`src/rtl/tl_ctrl_fsm.sv`:
```
// Traffic-light style controller for a FIFO bank: INIT/IDLE/ACTIVE/ERROR
// sequencing with threshold registers and a sticky per-FIFO error record.
module tl_ctrl_fsm #(
   parameter int N_FIFOS   = 5,
   parameter int U_MFS     = 4,
   parameter int U_VCS     = 4,
   parameter int U_DS      = 4,
   parameter int IDLE_WAIT = 3,
   parameter int DEF_MF    = 1,
   parameter int DEF_VC    = 1,
   parameter int DEF_D     = 1,
   localparam int IW = (N_FIFOS > 1) ? $clog2(N_FIFOS) : 1
) (
   input  logic               clk,
   input  logic               reset,
   input  logic               init,
   input  logic               err_clr,
   input  logic [U_MFS-1:0]   umbral_MFs,
   input  logic [U_VCS-1:0]   umbral_VCs,
   input  logic [U_DS-1:0]    umbral_Ds,
   input  logic [N_FIFOS-1:0] FIFO_empties,
   input  logic [N_FIFOS-1:0] FIFO_errors,
   output logic [2:0]         present_state,
   output logic [2:0]         next_state,
   output logic               error_out,
   output logic               active_out,
   output logic               idle_out,
   output logic               next_error,
   output logic [U_MFS-1:0]   umbral_MFs_out,
   output logic [U_VCS-1:0]   umbral_VCs_out,
   output logic [U_DS-1:0]    umbral_Ds_out,
   output logic [U_MFS-1:0]   next_umbral_MFs,
   output logic [U_VCS-1:0]   next_umbral_VCs,
   output logic [U_DS-1:0]    next_umbral_Ds,
   output logic [N_FIFOS-1:0] error_mask,
   output logic [IW-1:0]      error_idx
);

   localparam int CW = $clog2(IDLE_WAIT + 1);

   typedef enum logic [2:0] {
      S_RESET  = 3'd0,
      S_INIT   = 3'd1,
      S_IDLE   = 3'd2,
      S_ACTIVE = 3'd3,
      S_ERROR  = 3'd4
   } state_t;

   state_t             state_q, state_d;
   logic [U_MFS-1:0]   mf_q, mf_d;
   logic [U_VCS-1:0]   vc_q, vc_d;
   logic [U_DS-1:0]    ds_q, ds_d;
   logic [N_FIFOS-1:0] mask_q, mask_d;
   logic [IW-1:0]      idx_q, idx_d;
   logic [CW-1:0]      cnt_q, cnt_d, cnt_inc;
   logic               err_q, err_d;
   logic               act_q, act_d;
   logic               idl_q, idl_d;
   logic [IW-1:0]      low_idx;
   logic               err_any, all_empty;

   assign err_any   = |FIFO_errors;
   assign all_empty = &FIFO_empties;

   // Scan downward so the lowest set bit wins.
   always_comb begin
      low_idx = '0;
      for (int i = N_FIFOS - 1; i >= 0; i--) begin
         if (FIFO_errors[i]) low_idx = IW'(i);
      end
   end

   assign cnt_inc = (cnt_q == CW'(IDLE_WAIT)) ? cnt_q : cnt_q + 1'b1;

   always_comb begin
      state_d = state_q;
      mf_d    = mf_q;
      vc_d    = vc_q;
      ds_d    = ds_q;
      mask_d  = mask_q;
      idx_d   = idx_q;
      cnt_d   = '0;
      case (state_q)
         S_RESET: state_d = S_INIT;
         S_INIT: begin
            if (err_any) begin
               state_d = S_ERROR;
               mask_d  = FIFO_errors;
               idx_d   = low_idx;
            end else if (init) begin
               mf_d = umbral_MFs;
               vc_d = umbral_VCs;
               ds_d = umbral_Ds;
            end else begin
               state_d = S_IDLE;
            end
         end
         S_IDLE: begin
            if (err_any) begin
               state_d = S_ERROR;
               mask_d  = FIFO_errors;
               idx_d   = low_idx;
            end else if (init) begin
               state_d = S_INIT;
            end else if (!all_empty) begin
               state_d = S_ACTIVE;
            end
         end
         S_ACTIVE: begin
            if (err_any) begin
               state_d = S_ERROR;
               mask_d  = FIFO_errors;
               idx_d   = low_idx;
            end else if (init) begin
               state_d = S_INIT;
            end else if (all_empty) begin
               cnt_d = cnt_inc;
               if (cnt_inc == CW'(IDLE_WAIT)) state_d = S_IDLE;
            end
         end
         S_ERROR: begin
            mask_d = mask_q | FIFO_errors;
            if (err_clr && !err_any) begin
               state_d = S_INIT;
               mask_d  = '0;
               idx_d   = '0;
            end
         end
         default: state_d = S_RESET;
      endcase
      err_d = (state_d == S_ERROR);
      act_d = (state_d == S_ACTIVE);
      idl_d = (state_d == S_IDLE);
   end

   always_ff @(posedge clk or posedge reset) begin
      if (reset) begin
         state_q <= S_RESET;
         mf_q    <= U_MFS'(DEF_MF);
         vc_q    <= U_VCS'(DEF_VC);
         ds_q    <= U_DS'(DEF_D);
         mask_q  <= '0;
         idx_q   <= '0;
         cnt_q   <= '0;
         err_q   <= 1'b0;
         act_q   <= 1'b0;
         idl_q   <= 1'b0;
      end else begin
         state_q <= state_d;
         mf_q    <= mf_d;
         vc_q    <= vc_d;
         ds_q    <= ds_d;
         mask_q  <= mask_d;
         idx_q   <= idx_d;
         cnt_q   <= cnt_d;
         err_q   <= err_d;
         act_q   <= act_d;
         idl_q   <= idl_d;
      end
   end

   assign present_state   = state_q;
   assign next_state      = state_d;
   assign next_error      = (state_d == S_ERROR);
   assign error_out       = err_q;
   assign active_out      = act_q;
   assign idle_out        = idl_q;
   assign umbral_MFs_out  = mf_q;
   assign umbral_VCs_out  = vc_q;
   assign umbral_Ds_out   = ds_q;
   assign next_umbral_MFs = mf_d;
   assign next_umbral_VCs = vc_d;
   assign next_umbral_Ds  = ds_d;
   assign error_mask      = mask_q;
   assign error_idx       = idx_q;

endmodule

```
`config.mk`:
```
export PLATFORM = sky130hd
export DESIGN_NAME = tl_ctrl_fsm
export DESIGN_NICKNAME = d
export VERILOG_FILES = /design/src/rtl/tl_ctrl_fsm.sv
export SDC_FILE = /design/constraint.sdc
export NUM_CORES = 1
export LEC_CHECK = 0
export ABC_CLOCK_PERIOD_IN_PS = 2500
export CAP_MARGIN = 20
export CORE_UTILIZATION = 30
export CTS_CLUSTER_DIAMETER = 30
export DETAILED_ROUTE_END_ITERATION = 6
export GPL_TIMING_DRIVEN = 0
export PLACE_DENSITY = 0.7
export REMOVE_ABC_BUFFERS = 1
export SLEW_MARGIN = 5
export SYNTH_ARGS = -nofsm -noshare
export SYNTH_HDL_FRONTEND = slang
export SYNTH_SLANG_ARGS = --single-unit
```
`constraint.sdc`:
```
create_clock -name clk -period 2.5 [get_ports clk]
set_input_delay 0.75 -clock clk [delete_from_list [all_inputs] [get_ports clk]]
set_output_delay 0.75 -clock clk [all_outputs]
set_load 0.02 [all_outputs]
```
Yosys cells after proc, flatten, opt, wreduce, memory -nomap -nowiden
Index checks and enable logic that the tools add are counted.
{"block": "classes", "n_addsub": 1, "n_reduce_logical": 9, "muxes": 36, "eq_ne": 11, "bitwise_logic": 1}
{"cell": "$mux W3", "n": 17}
{"cell": "$mux W4", "n": 9}
{"cell": "$pmux W3 S5", "n": 1}
{"cell": "$eq A3 B2 Y1 const B", "n": 4}
{"cell": "$mux W2", "n": 5}
{"cell": "$mux W5", "n": 2}
{"cell": "$pmux W5 S2", "n": 1}
{"cell": "$eq A3 B3 Y1 const B", "n": 2}
{"cell": "$pmux W3 S2", "n": 1}
{"cell": "$or A5 B5 Y5", "n": 1}
{"cell": "$reduce_and A5 Y1", "n": 1}
{"cell": "$reduce_or A5 Y1", "n": 1}
{"cell": "$eq A2 B2 Y1 const B", "n": 2}
{"cell": "$eq A3 B1 Y1 const B", "n": 1}
{"cell": "$logic_not A3 Y1", "n": 1}
{"cell": "$reduce_and A3 Y1", "n": 1}
{"cell": "$reduce_or A3 Y1", "n": 1}
{"cell": "$add A2 B1 Y2 const B", "n": 1}
{"cell": "$ne A2 B1 Y1 const B", "n": 1}
{"cell": "$ne A2 B2 Y1 const B", "n": 1}
{"cell": "$reduce_and A2 Y1", "n": 1}
{"cell": "$reduce_bool A2 Y1", "n": 1}
{"cell": "$logic_and A1 B1 Y1", "n": 1}
{"cell": "$logic_not A1 Y1", "n": 1}
{"block": "word_totals", "input_bits": 26, "register_bits": 28, "wordCells": 68}

Depth between registers and ports, before layout
Gate-level depths: netlist (run 1).
{"block": "depth", "depth_word": 9, "mapped_depth": 5, "ltp_nobuf": 4}

Worst setup path before layout (run 1)
OpenSTA, ideal clock, no wires.
{"block": "synth_timing", "path_type": "in2out", "startpoint": "in FIFO_errors[4]", "endpoint": "out next_state[1]", "arrival_time_ps": 1959, "slack_ps": -209, "cell_stages": 3, "required_time_ps": 1750, "cell_sequence": "nor3_4 nand2_2 nor4_1"}
{"block": "synth_via", "elab_chain_len": 5, "word_cells_on_any_way": 8}
{"item": "from (decl)", "line_no": "22", "source": "input logic [N_FIFOS-1:0] FIFO_errors,"}
{"item": "$reduce_or A5 Y1 *", "line_no": "62", "source": "assign err_any = |FIFO_errors;"}
{"item": "$logic_not A1 Y1", "line_no": "123", "source": "if (err_clr && !err_any) begin"}
{"item": "$logic_and A1 B1 Y1", "line_no": "123"}
{"item": "$mux W3", "line_no": "123"}
{"item": "$pmux W3 S5 *", "line_no": "83", "source": "case (state_q)"}
{"item": "to (decl)", "line_no": "24", "source": "output logic [2:0] next_state,"}
Mark *: on every way between the ends. The rest lies on a longest branch, timed or not.

Worst setup path in the final report (run 1)
{"block": "layout_timing", "startpoint": "in FIFO_errors[0]", "endpoint": "out next_umbral_MFs[2]"}
{"block": "layout_via", "elab_chain_len": 3}
{"item": "$reduce_or A5 Y1", "line_no": "62"}
{"item": "$mux W4", "line_no": "86", "source": "if (err_any) begin"}
{"item": "$mux W4", "line_no": "83"}
{"item": "to (decl)", "line_no": "32", "source": "output logic [U_MFS-1:0] next_umbral_MFs,"}
No other way between the ends.

==> metrics.txt, run 1 <==
status=complete, but fails checks; failing checks=setup timing; xor/xnor share of the synthesized area=0%; routability cong.=0.810; wire per inst=15.7 um; Final Instance Area=between 2000 and 2500 um^2; detailed-route via count=1228; Distinct cells, synth=30; HP Class=reg -> reg; die height=67.8 um; critical path's top delay family=simple AND/OR/NAND/NOR gates; Layout Skew=between 0.003 and 0.004 ns; Mean Syn Cell Area=about 12 um^2; CP peak stage delay=approximately 0.31 ns; DP HPWL=~2600 um; fill cell count=319; pwr dens=slightly below 1000 nW/um^2; dpl cells=220; vias in the first global route=approximately 1200; RSZ-0062 raised after global routing=true; Setup Viol. Count Final=14; Post-synth EDFFs=0; Rel. slew slack=between 60% and 70%; I/O Pins=68; Synth-to-Final Area Change=78.8%; Post-synth ARST share=100%; drt drc=0; Overall Global Routing Usage=between 10% and 20%; largest net degree at the start of global routing=29; DIE AREA=around 4600 um^2; Critical Path RT=roughly 1.8 ns; leakage=1.05 nW; Final min period=between 2 and 3 ns; Layout Nets=217; Rows=23; Cells after Synth=about 110; first-pass GRT wire length=roughly 5700 um; Tcrit/Tclk final=110%; Final Hold Fails=0; worst hold slack=~0.52 ns; Reg area=around 700 um^2; crit path max-delay cell type=mux2_4; TritonCTS Buffers=3; fmax=between 0.3 and 0.4 GHz; Detailed Route WL=about 3800 um; Multi-input gate area=just over 600 um^2; Worst-Margin Slew=0.465 ns; Cell Count, Final, Fillers Out=between 200 and 250; fin. max-slew vios=0; CP max FO=6; flop and latch count out of synthesis=28; ANT nets after route=0; CTS tree=yes; share of cells above drive strength 1=slightly above 40%; DR pass1 iterations=4; Synth Area in Simple Gates=between 15 and 20%; WP buf/inv=3; Yosys Warn Count=0; Sum Neg Setup Slack=-3.19 ns; synthesized area=~1300 um^2; antenna violations before repair=0; DRT iter0 DRCs=25; Critical Path AT=between 2 and 2.5 ns; Critical Path Start Type=primary input; Core Box Area=4090 um^2; H-tree depth=1; Worst-path clk slew=approximately 0.10 ns; clk root buf=clkbuf_8; Setup crit end kind=output port; CTS sink count=28; max cap viols=0; dpl cell area=a little over 2000 um^2; Antenna diodes=0; Max IR drop VDD=approximately 670 uV; sequential area share after synthesis=between 50% and 60%; gr ovfl total=0; die width=67.8 um; port buffer count=67; insertion delay to the later sink of the worst-skew pair=~0.27 ns; mux cell area share after synthesis=between 15 and 20%; critical path class=in -> out; CP Cell Sequence=buf_8 -> nor3_4 -> nand2_2 -> nand4bb_4 -> clkbuf_16 -> mux2_4 -> buf_6; clk buf depth=2; pre-CTS WS=-1.42 ns; Synth Area in Compound Gates=11.9%; CTS Hold Buffers Added=0; Final WS setup=-0.260 ns; Initial Util=31.8%; Adder-Cell Fraction of Synth Area=0%; largest family of logic cells by synthesized area=multiplexers; ys flop type=dfrtp_1; drt via density=roughly 5.1
## layout by cell type, fill, tap and decap left out, types with 3 or more instances in the layout
cell             netlist  layout
dfstp_2                3       3
buf_2                  0       5
buf_6                  1      16
dfrtp_1               25      24
buf_4                  0      15
mux2_2                 5       5
o21ai_0                6       6
dlygate4sd2_1          0       3
nor3_1                 6       5
a21oi_1                6       6
clkdlybuf4s50_1        0      39
clkbuf_8               0       3
nand2_2                1       3
mux2_4                10      10
a211oi_1               4       4
nor4_1                 4       3
inv_1                  6       6
## logic make-up (layout without fill, tap and decap cells)
kind of cell           after synthesis  count (layout)
muxes                               15              15
AOI/OAI and AO/OA                   24              24
buffers and inverters                8              93
and+or+nand+nor                     30              30
DFF                                 28              28
## worst paths after layout
path                                   from                 end  slack (ns)  depth (start not counted)
max                          FIFO_errors[0]  next_umbral_MFs[2]       -0.26                          7
min                                cnt_q[0]            cnt_q[0]        0.52                          1
max in group asynchronous             reset    umbral_Ds_out[0]        1.31                          3
min in group asynchronous             reset        error_idx[0]        0.71                          2
min reg2reg                        cnt_q[0]            cnt_q[0]        0.52                          1
max reg2reg                present_state[1]        error_idx[1]        0.55                          4
## registers in the layout, summed over array words and instances (netlist names)
name            cells
active_out          1
error_idx           3
present_state       3
error_mask          5
umbral_VCs_out      4
umbral_Ds_out       4
cnt_q               2
idle_out            1
umbral_MFs_out      4
error_out           1
## metal layers
layer	share of wire, %	vias to the layer above	track usage [%]
met4	0.37	0	3.91
met3	6.6	2	3.72
li1	-	561	-
met2	55	53	31.2
met1	38	612	19.6
met5	0	-	0
## metrics by stage
| step | power [mW] | util (%) |
|---|---|---|
| after detailed placement | 1.75 | 49.4 |
| after floorplan | 1.23 | - |
| after global routing | 2.40 | 56.8 |
| after CTS | 2.18 | 54.8 |
| final | 2.27 | 56.8 |
| after global placement | 1.72 | 49.4 |
## where the power goes
| group | total [mW] | internal, mW | switching (mW) | leakage (nW) |
|---|---|---|---|---|
| combinational | 1.20 | 0.599 | 0.605 | 0.660 |
| clock | 0.358 | 0.214 | 0.144 | 0.0357 |
| sequential | 0.713 | 0.581 | 0.132 | 0.356 |
## what timing repair did
item                                    4_1_cts  5_1_grt
pin swaps                                     9        4
resized for setup                           143       15
cloned                                        1        0
endpoints found under the setup margin       16       16
buffers inserted                             12        3
## cell type report
class	count	share of cell area [%]
inverter	6	0.970
clock inverter	1	1.29
sequential	28	30.4
clock buffer	3	1.78
multi-input combinational	69	26.8
tap	50	2.69
timing repair buffer	83	36.0
## Yosys cell counts, types with 2 or more instances
cell type  instances  share of area (%)
nor2_1             4                1.2
nand4_1            2               0.96
a211oi_1           4                2.3
mux2_4            10                 12
nand2_1            5                1.4
dfstp_2            3                6.1
nor4_1             4                1.9
inv_1              6                1.7
mux2_2             5                4.3
a21oi_1            6                2.3
o21ai_0            6                2.3
dfrtp_1           25                 48
nand3_1            2               0.77
nor3_1             6                2.3
and3_1             2               0.96
(Power assumes the default switching activity.)
==> run 2: changes to the inputs <==
- CTS_BUF_LIST: not set -> sky130_fd_sc_hd__clkbuf_4
==> metrics.txt, run 2 (synthesis gave the netlist of run 1 again) <==
status=complete, but fails checks (unchanged); detailed-route via count=1246 (was 1228); max FFs per register=5 (unchanged); Setup crit end kind=output port (unchanged); Overall Global Routing Usage=17.0% (was 16.9%); I/O Pins=68 (unchanged); TritonCTS Buffers=3 (unchanged); wire per inst=15.5 um (was 15.7 um); clk buf depth=2 (unchanged); drt via density=5.11 (was 5.12); Tcrit/Tclk final=110% (about the same); CTS sink count=28 (unchanged); Final WS setup=-0.246 ns (was -0.260 ns); max cap viols=0 (unchanged); RSZ-0062 raised after global routing=true (unchanged); crit path max-delay cell type=mux2_4 (unchanged); met3 routed WL=230 um (was 250 um); CP Cell Sequence=buf_8 -> nor3_4 -> nand2_2 -> nand4bb_4 -> clkbuf_16 -> mux2_4 -> buf_6 (unchanged); Worst-Margin Slew=0.366 ns (was 0.465 ns); CP peak stage delay=0.31 ns (about the same); Layout Nets=221 (was 217); Sum Neg Setup Slack=-2.98 ns (was -3.19 ns); worst hold slack=0.491 ns (was 0.515 ns); Antenna diodes=0 (unchanged); critical path's top delay family=simple AND/OR/NAND/NOR gates (unchanged); DP HPWL=2580 um (unchanged); CP max FO=6 (unchanged); Critical Path AT=2.00 ns (was 2.01 ns); commonest non-fill, non-tap cell in the layout=clkdlybuf4s50_1 (unchanged); antenna violations before repair=0 (unchanged); H-tree depth=1 (unchanged); WL met2=2070 um (was 2060 um); port buffer count=67 (unchanged); failing checks=setup timing (unchanged); HP Class=reg -> reg (unchanged); pwr dens=960 nW/um^2 (was 979 nW/um^2); met1 wire length=1450 um (was 1440 um); ANT nets after route=0 (unchanged); CTS tree=yes (unchanged); largest net degree at the start of global routing=29 (unchanged); Final Hold Fails=0 (unchanged); fin. max-slew vios=0 (unchanged); Core Box Area=4090 um^2 (unchanged); uppermost layer routed=met4 (unchanged); drt drc=0 (unchanged); fill cell count=318 (was 319); vias in the first global route=1230 (was 1216); Rows=23 (unchanged); critical path class=in -> out (unchanged); die width=67.8 um (unchanged); leakage=1.06 nW (was 1.05 nW); share of cells above drive strength 1=42.3% (was 41.6%); Critical Path Start Type=primary input (unchanged); fmax=0.364 GHz (was 0.362 GHz); Rel. slew slack=74.9% (was 68.2%); Max IR drop VDD=622 uV (was 667 uV); Synth-to-Final Area Change=78.5% (was 78.8%); Critical Path RT=1.75 ns (about the same); Detailed Route WL=3770 um (about the same); Worst-path clk slew=0.16 ns (was 0.10 ns); Setup Viol. Count Final=14 (unchanged); DRT iter0 DRCs=31 (was 25); register-to-register setup slack=0.66 ns (was 0.55 ns); Initial Util=31.8% (unchanged); Final min period=2.75 ns (was 2.76 ns); Layout Skew=0.00950 ns (was 0.00390 ns); DR pass1 iterations=4 (unchanged); first-pass GRT wire length=5710 um (was 5730 um); most frequent cells in the layout=clkdlybuf4s50_1 (39), dfrtp_1 (23), buf_4 (20) (was clkdlybuf4s50_1 (39), dfrtp_1 (24), buf_6 (16)); routability cong.=0.810 (unchanged); gr ovfl total=0 (unchanged); DIE AREA=4600 um^2 (unchanged); WP buf/inv=3 (unchanged); insertion delay to the later sink of the worst-skew pair=0.33 ns (was 0.27 ns); die height=67.8 um (unchanged); clk root buf=clkbuf_4 (was clkbuf_8)
[run 2: cell type report]
class,instances,area [um^2],area share [%]
timing repair buffer,87,856,36.9
sequential,28,707,30.5
multi-input combinational,69,618,26.7
tap,50,62.6,2.70
clock inverter,1,30.0,1.30
clock buffer,3,22.5,0.971
inverter,6,22.5,0.971
[run 2: layer usage]
layer	track usage (%)	vias to the layer above
li1	-	575
met1	18.9	619
met2	32.3	48
met3	3.72	4
met4	3.91	0
met5	0	-
[run 2: final timing paths]
| kind | start | endpoint | cells past startpoint |
|---|---|---|---|
| min in group asynchronous | reset | error_idx[1] | 2 |
| max reg2reg | present_state[1] | error_idx[1] | 4 |
| min | cnt_q[0] | cnt_q[0] | 1 |
| max in group asynchronous | reset | umbral_Ds_out[0] | 3 |
| min reg2reg | cnt_q[0] | cnt_q[0] | 1 |
| max | FIFO_errors[4] | next_umbral_MFs[2] | 7 |
[run 2: through the flow]
step	cells	util (%)	cell area (um^2)	setup slack, ns	power [mW]
6_report	244	56.7	2320	-0.246	2.22
5_1_grt	244	56.7	2320	-0.303	2.35
4_1_cts	238	54.8	2240	-0.269	2.15
3_5_place_dp	220	49.4	2020	-1.42	1.75
3_3_place_gp	220	49.4	2020	-1.37	1.72
2_1_floorplan	103	-	1280	-0.209	1.23
[run 2: timing repair]
item | 4_1_cts | 5_1_grt
gates cloned | 1 | 0
setup endpoints to repair | 16 | 16
setup buffers | 13 | 5
gates resized for setup | 140 | 13
pin swaps | 9 | 2
hold buffers | 0 | 0
[run 2: power breakdown]
part | switching (mW) | leakage, nW | internal [mW] | total, mW
Combinational | 0.630 | 0.677 | 0.611 | 1.24
Sequential | 0.104 | 0.355 | 0.583 | 0.687
Clock | 0.136 | 0.0279 | 0.162 | 0.298
Total | 0.869 | 1.06 | 1.36 | 2.22
==> run 3: changes to the inputs <==
- CELL_PAD_IN_SITES_DETAIL_PLACEMENT: not set -> 0
- CELL_PAD_IN_SITES_GLOBAL_PLACEMENT: not set -> 2
- CORE_UTILIZATION: 30 -> 22
- PLACE_DENSITY: 0.7 -> 0.82
==> metrics.txt, run 3 (synthesis gave the netlist of run 1 again) <==
status=complete, but fails checks (unchanged); failing checks=setup timing (unchanged); dpl cells=243 (was 220); TritonCTS Buffers=3 (unchanged); wire per inst=14.2 um (was 15.5 um); Layout Nets=219 (was 221); Setup Viol. Count Final=14 (unchanged); met1 wire length=1590 um (was 1450 um); Max IR drop VDD=353 uV (was 622 uV); die width=78.8 um (was 67.8 um); DR pass1 iterations=4 (unchanged); met3 routed WL=175 um (was 230 um); port buffer count=67 (unchanged); Final WS setup=-0.272 ns (was -0.246 ns); Detailed Route WL=3740 um (was 3770 um); drt via density=4.55 (was 5.11); fin. max-slew vios=0 (unchanged); antenna violations before repair=0 (unchanged); gr ovfl total=0 (unchanged); pre-CTS WS=-1.44 ns (was -1.42 ns); CP peak stage delay=0.31 ns (about the same); WL met2=1920 um (was 2070 um); Final min period=2.77 ns (was 2.75 ns); Antenna diodes=0 (unchanged); critical path class=in -> out (unchanged); DRT iter0 DRCs=45 (was 31); ANT nets after route=0 (unchanged); commonest non-fill, non-tap cell in the layout=clkdlybuf4s50_1 (unchanged); DP HPWL=2690 um (was 2580 um); Overall Global Routing Usage=12.2% (was 17.0%); CTS sink count=28 (unchanged); Core Box Area=5610 um^2 (was 4090 um^2); Tcrit/Tclk final=111% (was 110%); share of cells above drive strength 1=41.7% (was 42.3%); CTS Hold Buffers Added=0 (unchanged); DIE AREA=6210 um^2 (was 4600 um^2); max FFs per register=5 (unchanged); I/O Pins=68 (unchanged); Sum Neg Setup Slack=-3.32 ns (was -2.98 ns); leakage=1.04 nW (was 1.06 nW); pwr dens=941 nW/um^2 (was 960 nW/um^2); Pwr Total=2.19 mW (was 2.22 mW); Rel. slew slack=64.9% (was 74.9%); Critical Path Start Type=primary input (unchanged); Worst-path clk slew=0.14 ns (was 0.16 ns); Final Instance Area=2330 um^2 (was 2320 um^2); die height=78.8 um (was 67.8 um); CP Cell Sequence=buf_8 -> nor3_4 -> nand2_2 -> nand4bb_4 -> clkbuf_16 -> mux2_4 -> buf_6 (unchanged); RR Startpoint=present_state[1] (unchanged); Synth-to-Final Area Change=79.1% (was 78.5%); drt drc=0 (unchanged); detailed-route via count=1201 (was 1246); RSZ-0062 raised after global routing=true (unchanged); clk buf depth=2 (unchanged); routability cong.=0.733 (was 0.810); Setup crit end kind=output port (unchanged); dpl cell area=2070 um^2 (was 2020 um^2); Rows=27 (was 23); fin util=41.5% (was 56.7%); Critical Path RT=1.75 ns (about the same); fmax=0.361 GHz (was 0.364 GHz); HP Class=reg -> reg (unchanged); largest net degree at the start of global routing=19 (was 29); Cell Count, Final, Fillers Out=264 (was 244); Critical Path AT=2.02 ns (was 2.00 ns); hold path startpoint=cnt_q[0] (unchanged); Worst-Margin Slew=0.526 ns (was 0.366 ns); worst hold slack=0.482 ns (was 0.491 ns); clk root buf=clkbuf_4 (unchanged); H-tree depth=1 (unchanged); CTS tree=yes (unchanged); Layout Skew=0.00937 ns (was 0.00950 ns); Final Hold Fails=0 (unchanged); uppermost layer routed=met4 (unchanged); crit path max-delay cell type=mux2_4 (unchanged); max cap viols=0 (unchanged); CP max FO=6 (unchanged); most frequent cells in the layout=clkdlybuf4s50_1 (40), dfrtp_1 (22), buf_4 (17) (was clkdlybuf4s50_1 (39), dfrtp_1 (23), buf_4 (20)); crit path from=FIFO_errors[1] (was FIFO_errors[4]); vias in the first global route=1206 (was 1230); Initial Util=23.2% (was 31.8%); insertion delay to the later sink of the worst-skew pair=0.32 ns (was 0.33 ns); first-pass GRT wire length=5930 um (was 5710 um)
==> run 3: cell types whose count changed in the layout (fill, tap and decap cells not counted), sizes merged <==
cell	before	now
dlygate4sd2	3	2
buf	43	41
clkdlybuf4s50	39	40
==> run 3: timing repair <==
item                                    CTS  global route
endpoints found under the setup margin   16            16
buffers inserted                         14             2
gates resized for setup                 144             7
gates cloned                              1             0
pin swaps                                 8             2
==> run 3: worst max-delay path: cells and delay by family <==
kind | cells | cell delay [ns]
multiplexers | 1 | 0.31
AND/OR/NAND/NOR | 3 | 0.53
buffers and inverters | 3 | 0.43
==> run 3: final timing paths <==
check	slack, ns	cells past startpoint	end
hold / removal	0.48	1	cnt_q[0]
setup reg to reg	0.69	4	error_idx[0]
min in group asynchronous	0.74	2	error_idx[2]
setup / recovery	-0.27	7	next_umbral_VCs[3]
hold reg to reg	0.48	1	cnt_q[0]
max in group asynchronous	1.21	3	umbral_VCs_out[0]
==> run 3: final cells by class <==
| class | count | area [um^2] |
|---|---|---|
| clock buffer | 3 | 22.5 |
| clock inverter | 1 | 30.0 |
| inverter | 6 | 22.5 |
| sequential | 28 | 708 |
| tap | 72 | 90.1 |
| multi-input combinational | 69 | 613 |
| fill | 562 | 3280 |
| timing repair buffer | 85 | 840 |
==> run 3: per-layer routing <==
layer / vias to the layer above / GRT usage (%)
li1: 569 / -
met3: 4 / 1.61
met5: - / 0
met1: 591 / 14.7
met4: 0 / 3.82
met2: 37 / 22.3
==> run 3: power by group <==
| group | leakage [nW] | switching (mW) | internal, mW |
|---|---|---|---|
| Combinational | 0.660 | 0.623 | 0.592 |
| Sequential | 0.353 | 0.0991 | 0.582 |
| Clock | 0.0279 | 0.131 | 0.162 |
